## src/rtl/alu_input_loader_pkg.sv

```systemverilog
// Shared constants for the ALU input path: operand/op widths, button roles and debounce length.
// Consumed by alu_input_loader, its debouncer, the ALU and the board top.
// Also provides the debounce-counter width helper and the debouncer state type.
package alu_input_loader_pkg;

  localparam int unsigned NB_DATA_DEF         = 8;
  localparam int unsigned NB_OP_DEF           = 6;
  localparam int unsigned N_BUTTONS_DEF       = 3;
  localparam int unsigned DEBOUNCE_CYCLES_DEF = 1000000;  // 10 ms at 100 MHz

  // Button roles (bit index into the button bus)
  localparam int unsigned BTN_A  = 0;
  localparam int unsigned BTN_B  = 1;
  localparam int unsigned BTN_OP = 2;

  typedef enum logic {
    DB_LOW  = 1'b0,
    DB_HIGH = 1'b1
  } db_state_e;

  // Counter must hold 0 .. n-1; one spare code keeps n = 1 at a legal width of 1.
  function automatic int unsigned cnt_width(input int unsigned n);
    return $clog2(n + 1);
  endfunction

endpackage

```

## src/rtl/alu_input_loader_button_debouncer.sv

```systemverilog
// button_debouncer: one pushbutton -> 2-FF sync -> optional debounce FSM -> single-cycle rise pulse.
// Ports: i_clk, i_rst_n (sync, active low), i_button (raw, async), o_pulse (registered strobe).
// Macro LOADER_DEBOUNCE_EN: defined -> LOW/HIGH FSM with stability counter; undefined -> sync value used directly.
module button_debouncer
  import alu_input_loader_pkg::*;
#(
  parameter int unsigned DEBOUNCE_CYCLES = DEBOUNCE_CYCLES_DEF
) (
  input  logic i_clk,
  input  logic i_rst_n,
  input  logic i_button,
  output logic o_pulse
);

  logic meta_q, sync_q;   // 2-FF synchronizer
  logic deb;              // debounced level
  logic prev_q;           // debounced level one cycle ago
  logic pulse_q, pulse_d;

  always_ff @(posedge i_clk) begin
    if (!i_rst_n) begin
      meta_q <= 1'b0;
      sync_q <= 1'b0;
    end else begin
      meta_q <= i_button;
      sync_q <= meta_q;
    end
  end

`ifdef LOADER_DEBOUNCE_EN
  localparam int unsigned CNT_W = cnt_width(DEBOUNCE_CYCLES);
  localparam logic [CNT_W-1:0] CNT_LAST = CNT_W'(DEBOUNCE_CYCLES - 1);

  db_state_e        state_q;
  logic [CNT_W-1:0] cnt_q;

  // The counter only runs while the input disagrees with the accepted level;
  // any agreeing cycle restarts it, so a glitch must be fully stable to win.
  always_ff @(posedge i_clk) begin
    if (!i_rst_n) begin
      state_q <= DB_LOW;
      cnt_q   <= '0;
    end else if (sync_q == state_q) begin
      cnt_q <= '0;
    end else if (cnt_q == CNT_LAST) begin
      state_q <= (state_q == DB_LOW) ? DB_HIGH : DB_LOW;
      cnt_q   <= '0;
    end else begin
      cnt_q <= cnt_q + 1'b1;
    end
  end

  assign deb = (state_q == DB_HIGH);
`else
  assign deb = sync_q;
`endif

  // Only LOW->HIGH of the accepted level produces a strobe; releases are silent.
  assign pulse_d = deb & ~prev_q;

  always_ff @(posedge i_clk) begin
    if (!i_rst_n) begin
      prev_q  <= 1'b0;
      pulse_q <= 1'b0;
    end else begin
      prev_q  <= deb;
      pulse_q <= pulse_d;
    end
  end

  assign o_pulse = pulse_q;

endmodule

```

## src/rtl/alu_input_loader.sv

```systemverilog
// alu_input_loader: syncs switches, debounces buttons, loads operand A/B and op code on button presses.
// Ports: i_clk, i_rst_n (sync, active low), i_sw, i_button -> o_data_a, o_data_b, o_op_code, o_load_pulse, o_valid.
// Macro LOADER_DEBOUNCE_EN selects debounced buttons (pulse at t+2+DEBOUNCE_CYCLES) vs. sync-only (pulse at t+2).
module alu_input_loader
  import alu_input_loader_pkg::*;
#(
  parameter int unsigned NB_DATA         = NB_DATA_DEF,
  parameter int unsigned NB_OP           = NB_OP_DEF,
  parameter int unsigned N_BUTTONS       = N_BUTTONS_DEF,
  parameter int unsigned DEBOUNCE_CYCLES = DEBOUNCE_CYCLES_DEF
) (
  input  logic                 i_clk,
  input  logic                 i_rst_n,
  input  logic [NB_DATA-1:0]   i_sw,
  input  logic [N_BUTTONS-1:0] i_button,
  output logic [NB_DATA-1:0]   o_data_a,
  output logic [NB_DATA-1:0]   o_data_b,
  output logic [NB_OP-1:0]     o_op_code,
  output logic [N_BUTTONS-1:0] o_load_pulse,
  output logic                 o_valid
);

  logic [NB_DATA-1:0]   sw_meta_q, sw_sync_q;
  logic [N_BUTTONS-1:0] pulse;

  logic [NB_DATA-1:0] data_a_q, data_a_d;
  logic [NB_DATA-1:0] data_b_q, data_b_d;
  logic [NB_OP-1:0]   op_q, op_d;
  logic [2:0]         loaded_q, loaded_d;  // {OP, B, A} loaded since reset
  logic               valid_q, valid_d;

  for (genvar g = 0; g < N_BUTTONS; g++) begin : g_btn
    button_debouncer #(
      .DEBOUNCE_CYCLES(DEBOUNCE_CYCLES)
    ) u_db (
      .i_clk   (i_clk),
      .i_rst_n (i_rst_n),
      .i_button(i_button[g]),
      .o_pulse (pulse[g])
    );
  end

  // Every target loads from the same synchronized word, so simultaneous presses agree.
  always_comb begin
    data_a_d = pulse[BTN_A]  ? sw_sync_q              : data_a_q;
    data_b_d = pulse[BTN_B]  ? sw_sync_q              : data_b_q;
    op_d     = pulse[BTN_OP] ? sw_sync_q[NB_OP-1:0]   : op_q;
    loaded_d = loaded_q | {pulse[BTN_OP], pulse[BTN_B], pulse[BTN_A]};
    valid_d  = &loaded_q;  // lags the last flag by one cycle
  end

  always_ff @(posedge i_clk) begin
    if (!i_rst_n) begin
      sw_meta_q <= '0;
      sw_sync_q <= '0;
      data_a_q  <= '0;
      data_b_q  <= '0;
      op_q      <= '0;
      loaded_q  <= '0;
      valid_q   <= 1'b0;
    end else begin
      sw_meta_q <= i_sw;
      sw_sync_q <= sw_meta_q;
      data_a_q  <= data_a_d;
      data_b_q  <= data_b_d;
      op_q      <= op_d;
      loaded_q  <= loaded_d;
      valid_q   <= valid_d;
    end
  end

  assign o_data_a     = data_a_q;
  assign o_data_b     = data_b_q;
  assign o_op_code    = op_q;
  assign o_load_pulse = pulse;
  assign o_valid      = valid_q;

endmodule

```

## config.mk

```make
export PLATFORM = sky130hd
export DESIGN_NAME = alu_input_loader
export DESIGN_NICKNAME = d
export VERILOG_FILES = /design/src/rtl/alu_input_loader_pkg.sv /design/src/rtl/alu_input_loader_button_debouncer.sv /design/src/rtl/alu_input_loader.sv
export SDC_FILE = /design/constraint.sdc
export NUM_CORES = 1
export LEC_CHECK = 0
export ABC_AREA = 0
export BUFFER_PORTS_ARGS = -buffer_cell sky130_fd_sc_hd__buf_2
export CORE_ASPECT_RATIO = 1.25
export CORE_UTILIZATION = 45
export DETAILED_ROUTE_END_ITERATION = 6
export PLACE_DENSITY = 0.68
export SYNTH_ARGS = -nofsm -noshare
export SYNTH_HDL_FRONTEND = slang
export SYNTH_SLANG_ARGS = --single-unit
```

## constraint.sdc

```tcl
create_clock -name i_clk -period 1.1 [get_ports i_clk]
set_input_delay 0.055 -clock i_clk [delete_from_list [all_inputs] [get_ports i_clk]]
set_output_delay 0.055 -clock i_clk [all_outputs]
set_load 0.005 [all_outputs]
```

# Yosys cells after proc, flatten, opt, wreduce, memory -nomap -nowiden
# Index checks and enable logic that the tools add are counted.
# classes
addsub,0
mul,0
div_mod_pow,0
order_cmp,0
n_eq_ne,0
n_shift,0
mux,0
bitwise_logic,7
reduce_logical,1
# ops
op,n
$and A1 B1 Y1,3
$not A1 Y1,3
$or A3 B3 Y3,1
$reduce_and A3 Y1,1
# totals
ff_bits,54
latch_bits,0
ramBits,0
romBits,0
inputBits,13
out_inout_bits,26
wordCells,27
mem_count,0

# Depth between registers and ports, before layout
# logic_depth
word_depth,2
mapped_depth,3
mapped_depth_nobuf,2

# Modules after synthesis
# A second synthesis with hierarchy kept.
# hier_totals
cells_unflattened,137
hier_area_um2,1717.9
# modules_own_cells
mod,n_inst,cells_per_inst,area_each_um2,seq_area_each_um2
alu_input_loader,1,113,1383.8,840.8
button_debouncer,3,8,111.4,80.1

# Worst setup path before layout
# Ideal clock, no wire load.
# synth_path
path_type,register to register
from,reg g_btn[0].u_db.pulse_q
to,reg data_a_q[4] (netlist: o_data_a[4])
setup_time_ns,0.117
arrival_ns,0.739
required_time_ns,0.983
path_slack_ns,0.244
path_stages_with_launch,4
n_path_buf,1
period_less_slack_ns,0.856
path_cell_list,dfxtp_1 > buf_4 > mux2i_1 > nor2b_2
# synth_lines
element,line,text
"start, declared",alu_input_loader_button_debouncer.sv:18,"logic pulse_q, pulse_d;"
"start signal, assigned",alu_input_loader_button_debouncer.sv:67,pulse_q <= pulse_d;
"end signal, assigned",alu_input_loader.sv:64,data_a_q <= data_a_d;
"end, declared",alu_input_loader.sv:26,"logic [NB_DATA-1:0] data_a_q, data_a_d;"

# Worst setup path in the final report
# layout_path
from,reg g_btn[2].u_db.pulse_q
to,out o_load_pulse[2]
# layout_lines
element,line,text
"start, declared",alu_input_loader_button_debouncer.sv:18,
"start signal, assigned",alu_input_loader_button_debouncer.sv:67,
"end, declared",alu_input_loader.sv:19,"output logic [N_BUTTONS-1:0] o_load_pulse,"
# No word-level cell between the ends.

==> results by group <==
Cells and area
  • Layout cell share with drive strength beyond 1: 30.8%
  • Filler cells: 314
  • Storage cell area: 1080 µm²
  • Fin area: 2210 µm²
  • ANT cells: 0
  • P&R area growth vs syn: 26.6%
  • Non-filler cells, final: 234
  • Nets: 207
  • Area of the multi-input gates: 576 µm²
  • Fin util: 61.3%

STA
  • Final setup fails: 0
  • Worst setup margin: 0.120 ns
  • Max_slew headroom: 71.3%
  • Worst Tran Pin Value: 0.431 ns
  • Setup tns final: 0 ns
  • Slew Limit Fails: 0
  • Post-route clock period utilization: 89.1%
  • Hold Fails Final Rpt: 0
  • Max frequency: 1020 MHz
  • RSZ-0062 raised after global routing: false
  • Fin Clk Skew: 0.00675 ns
  • Final min period: 0.980 ns
  • Final hold slack: 0.200 ns

Setup path
  • Max Fanout on Critical Path: 8
  • Crit. End Element: primary output
  • Setup crit start: g_btn[2].u_db.o_pulse$_SDFF_PN0_
  • Reg-to-reg slack, setup: 0.16 ns
  • WP data required: 1.04 ns
  • Crit path kind: register to primary output
  • Reg2reg end: o_data_a[5]$_SDFFE_PN0P_
  • Arrival time worst endpoint: 0.92 ns
  • Worst setup SP type: register
  • Worst reg2reg startpoint: g_btn[0].u_db.o_pulse$_SDFF_PN0_
  • Crit path to: o_load_pulse[2]
  • FF-to-FF path depth: 3

Yosys
  • Mean Syn Cell Area: 12.4 µm²
  • Most frequent cell after synthesis: dfxtp_1
  • Syn Std Cell Area: 1740 µm²
  • Largest area contributor in the netlist: dfxtp_1
  • Yosys warns: 0
  • Async S/R FF share, synth: 0%
  • Sequential area share after synthesis: 62.0%
  • Number of flops mapped to enable cells by yosys: 0
  • FF+latch count, synth: 54
  • Top cells by area, synth: dfxtp_1 (62%), mux2i_1 (13%), and2_1 (7.9%), nor2b_1 (7.9%), buf_4 (2.6%)
  • Cells after Synth: 141
  • Distinct cells, synth: 12
  • Main synth FF type: dfxtp_1
  • Synth top cells by count: dfxtp_1 (54), and2_1 (22), mux2i_1 (22), nor2b_1 (22), buf_4 (6)
  • Syn Nets: 154
  • Share of the synthesized area in the top cell type: 62.0%

CTS
  • Post-CTS Setup Bufs: 0
  • CTS tree: yes
  • CTS Buffer Depth: 2
  • Latest clock arrival within the worst-skew pair: 0.30 ns
  • CTS root buf: clkbuf_8
  • H-Tree Depth: 2
  • Reg clk slew, reported paths: 0.09 ns
  • Post_cts resized: 0
  • Cts hold-fix bufs: 11
  • Num CTS Buffers: 5
  • Clk sinks: 54

Route
  • Vias post-DR: 1,043
  • Vias/cell: 4.46
  • Initial drt markers: 14
  • 1st-pass router iterations: 5
  • Post-route DRC: 1
  • Drt total wl: 2830 µm
  • Routed Antenna Nets: 0
  • DR WL/cell: 12.1 µm

Power
  • Pwr Density: 1700 nW/µm²
  • Leakage: 0.946 nW
  • Tot Pwr: 3.76 mW
  • Maximum VDD drop: 1.03 mV

Global routing
  • First-pass GRT wire length: 4820 µm
  • Total gr overflow: 0
  • GRT Util Overall: 15.6%
  • Vias in the first global route: 1,111
  • Pin count of the biggest net entering global routing: 33
  • Initial antenna violation count: 0

Outcome
  • Status: finished with violations
  • Failing checks: DRC

Floorplan
  • DIE AREA: 4130 µm²
  • Io pins: 39
  • Chip width: 57.7 µm
  • Initial core utilization: 48.4%
  • Site Rows: 24
  • Die height: 71.6 µm
  • Core area: 3600 µm²

Job
  • Max cap viols: 0

Hold path
  • Hold Path Class: input pin to register

Placement
  • Routability cong.: 0.689
  • Port Buf Inserts: 38
  • DP Area: 1960 µm²
  • Pre-CTS setup slack: 0.171 ns
  • Post-DP HPWL: 1900 µm
  • Placed Cells: 215
-- flip-flops by register name, summed over array words and instances, names as in the netlist --
signal / cells
o_op_code: 6
g_btn.u_db.prev_q: 3
sw_meta_q: 8
g_btn.u_db.deb: 3
sw_sync_q: 8
o_data_b: 8
g_btn.u_db.meta_q: 3
o_valid: 1
loaded_q: 3
o_data_a: 8
g_btn.u_db.o_pulse: 3
-- power by group --
| group | internal (mW) | switching (mW) | total [mW] |
|---|---|---|---|
| sequential | 2.01 | 0.0204 | 2.03 |
| clock | 0.969 | 0.596 | 1.57 |
| combinational | 0.105 | 0.0594 | 0.164 |
| total | 3.08 | 0.676 | 3.76 |
-- how the worst min path moves through the flow --
stage,start,endpoint,slack [ns],cells past startpoint
6_report,i_rst_n,loaded_q[2]$_SDFF_PN0_,0.20,2
5_1_grt,i_rst_n,loaded_q[2]$_SDFF_PN0_,0.23,2
4_1_cts,i_rst_n,loaded_q[2]$_SDFF_PN0_,0.21,2
3_5_place_dp,i_sw[5],sw_meta_q[5]$_SDFF_PN0_,0.26,2
3_3_place_gp,i_sw[3],sw_meta_q[3]$_SDFF_PN0_,0.26,2
2_1_floorplan,i_sw[5],sw_meta_q[5]$_SDFF_PN0_,0.18,1
-- worst max-delay path: stages, from the launching register on --
cell     delay, ns
dfxtp_1       0.32
buf_4         0.18
buf_2         0.13
-- logic make-up (layout without fill, tap and decap cells) --
family / Yosys count / after routing / synth area share (%)
muxes: 22 / 22 / 12.6
and+or+nand+nor: 51 / 51 / 19.1
buffers and inverters: 11 / 65 / 5.02
DFF: 54 / 54 / 62.0
AOI/OAI and AO/OA: 3 / 3 / 1.29
-- cell type report --
class	count	share of cell area [%]
clock inverter	2	2.72
timing repair buffer	57	16.3
clock buffer	6	3.74
sequential	54	49.0
tap	39	2.21
multi-input combinational	76	26.1
-- metal layers --
metal  vias up  track usage, %  wire [µm]
met1       457            17.8       1270
met2        29            26.5       1360
met4         0            8.73         66
met3         8            3.97        135
li1        549               -          -
met5         -               0          0
-- layout by cell type (no fill, tap or decap) --
cell           count
and2_1            22
and2_2             3
and4_1             1
buf_2             38
buf_4              8
bufinv_16          2
clkbuf_8           6
dfxtp_1           54
dlygate4sd3_1     11
mux2i_1           22
nor2b_1           22
nor2b_2            3
o21a_1             3
Note: power is estimated with default switching activity, not from simulation.
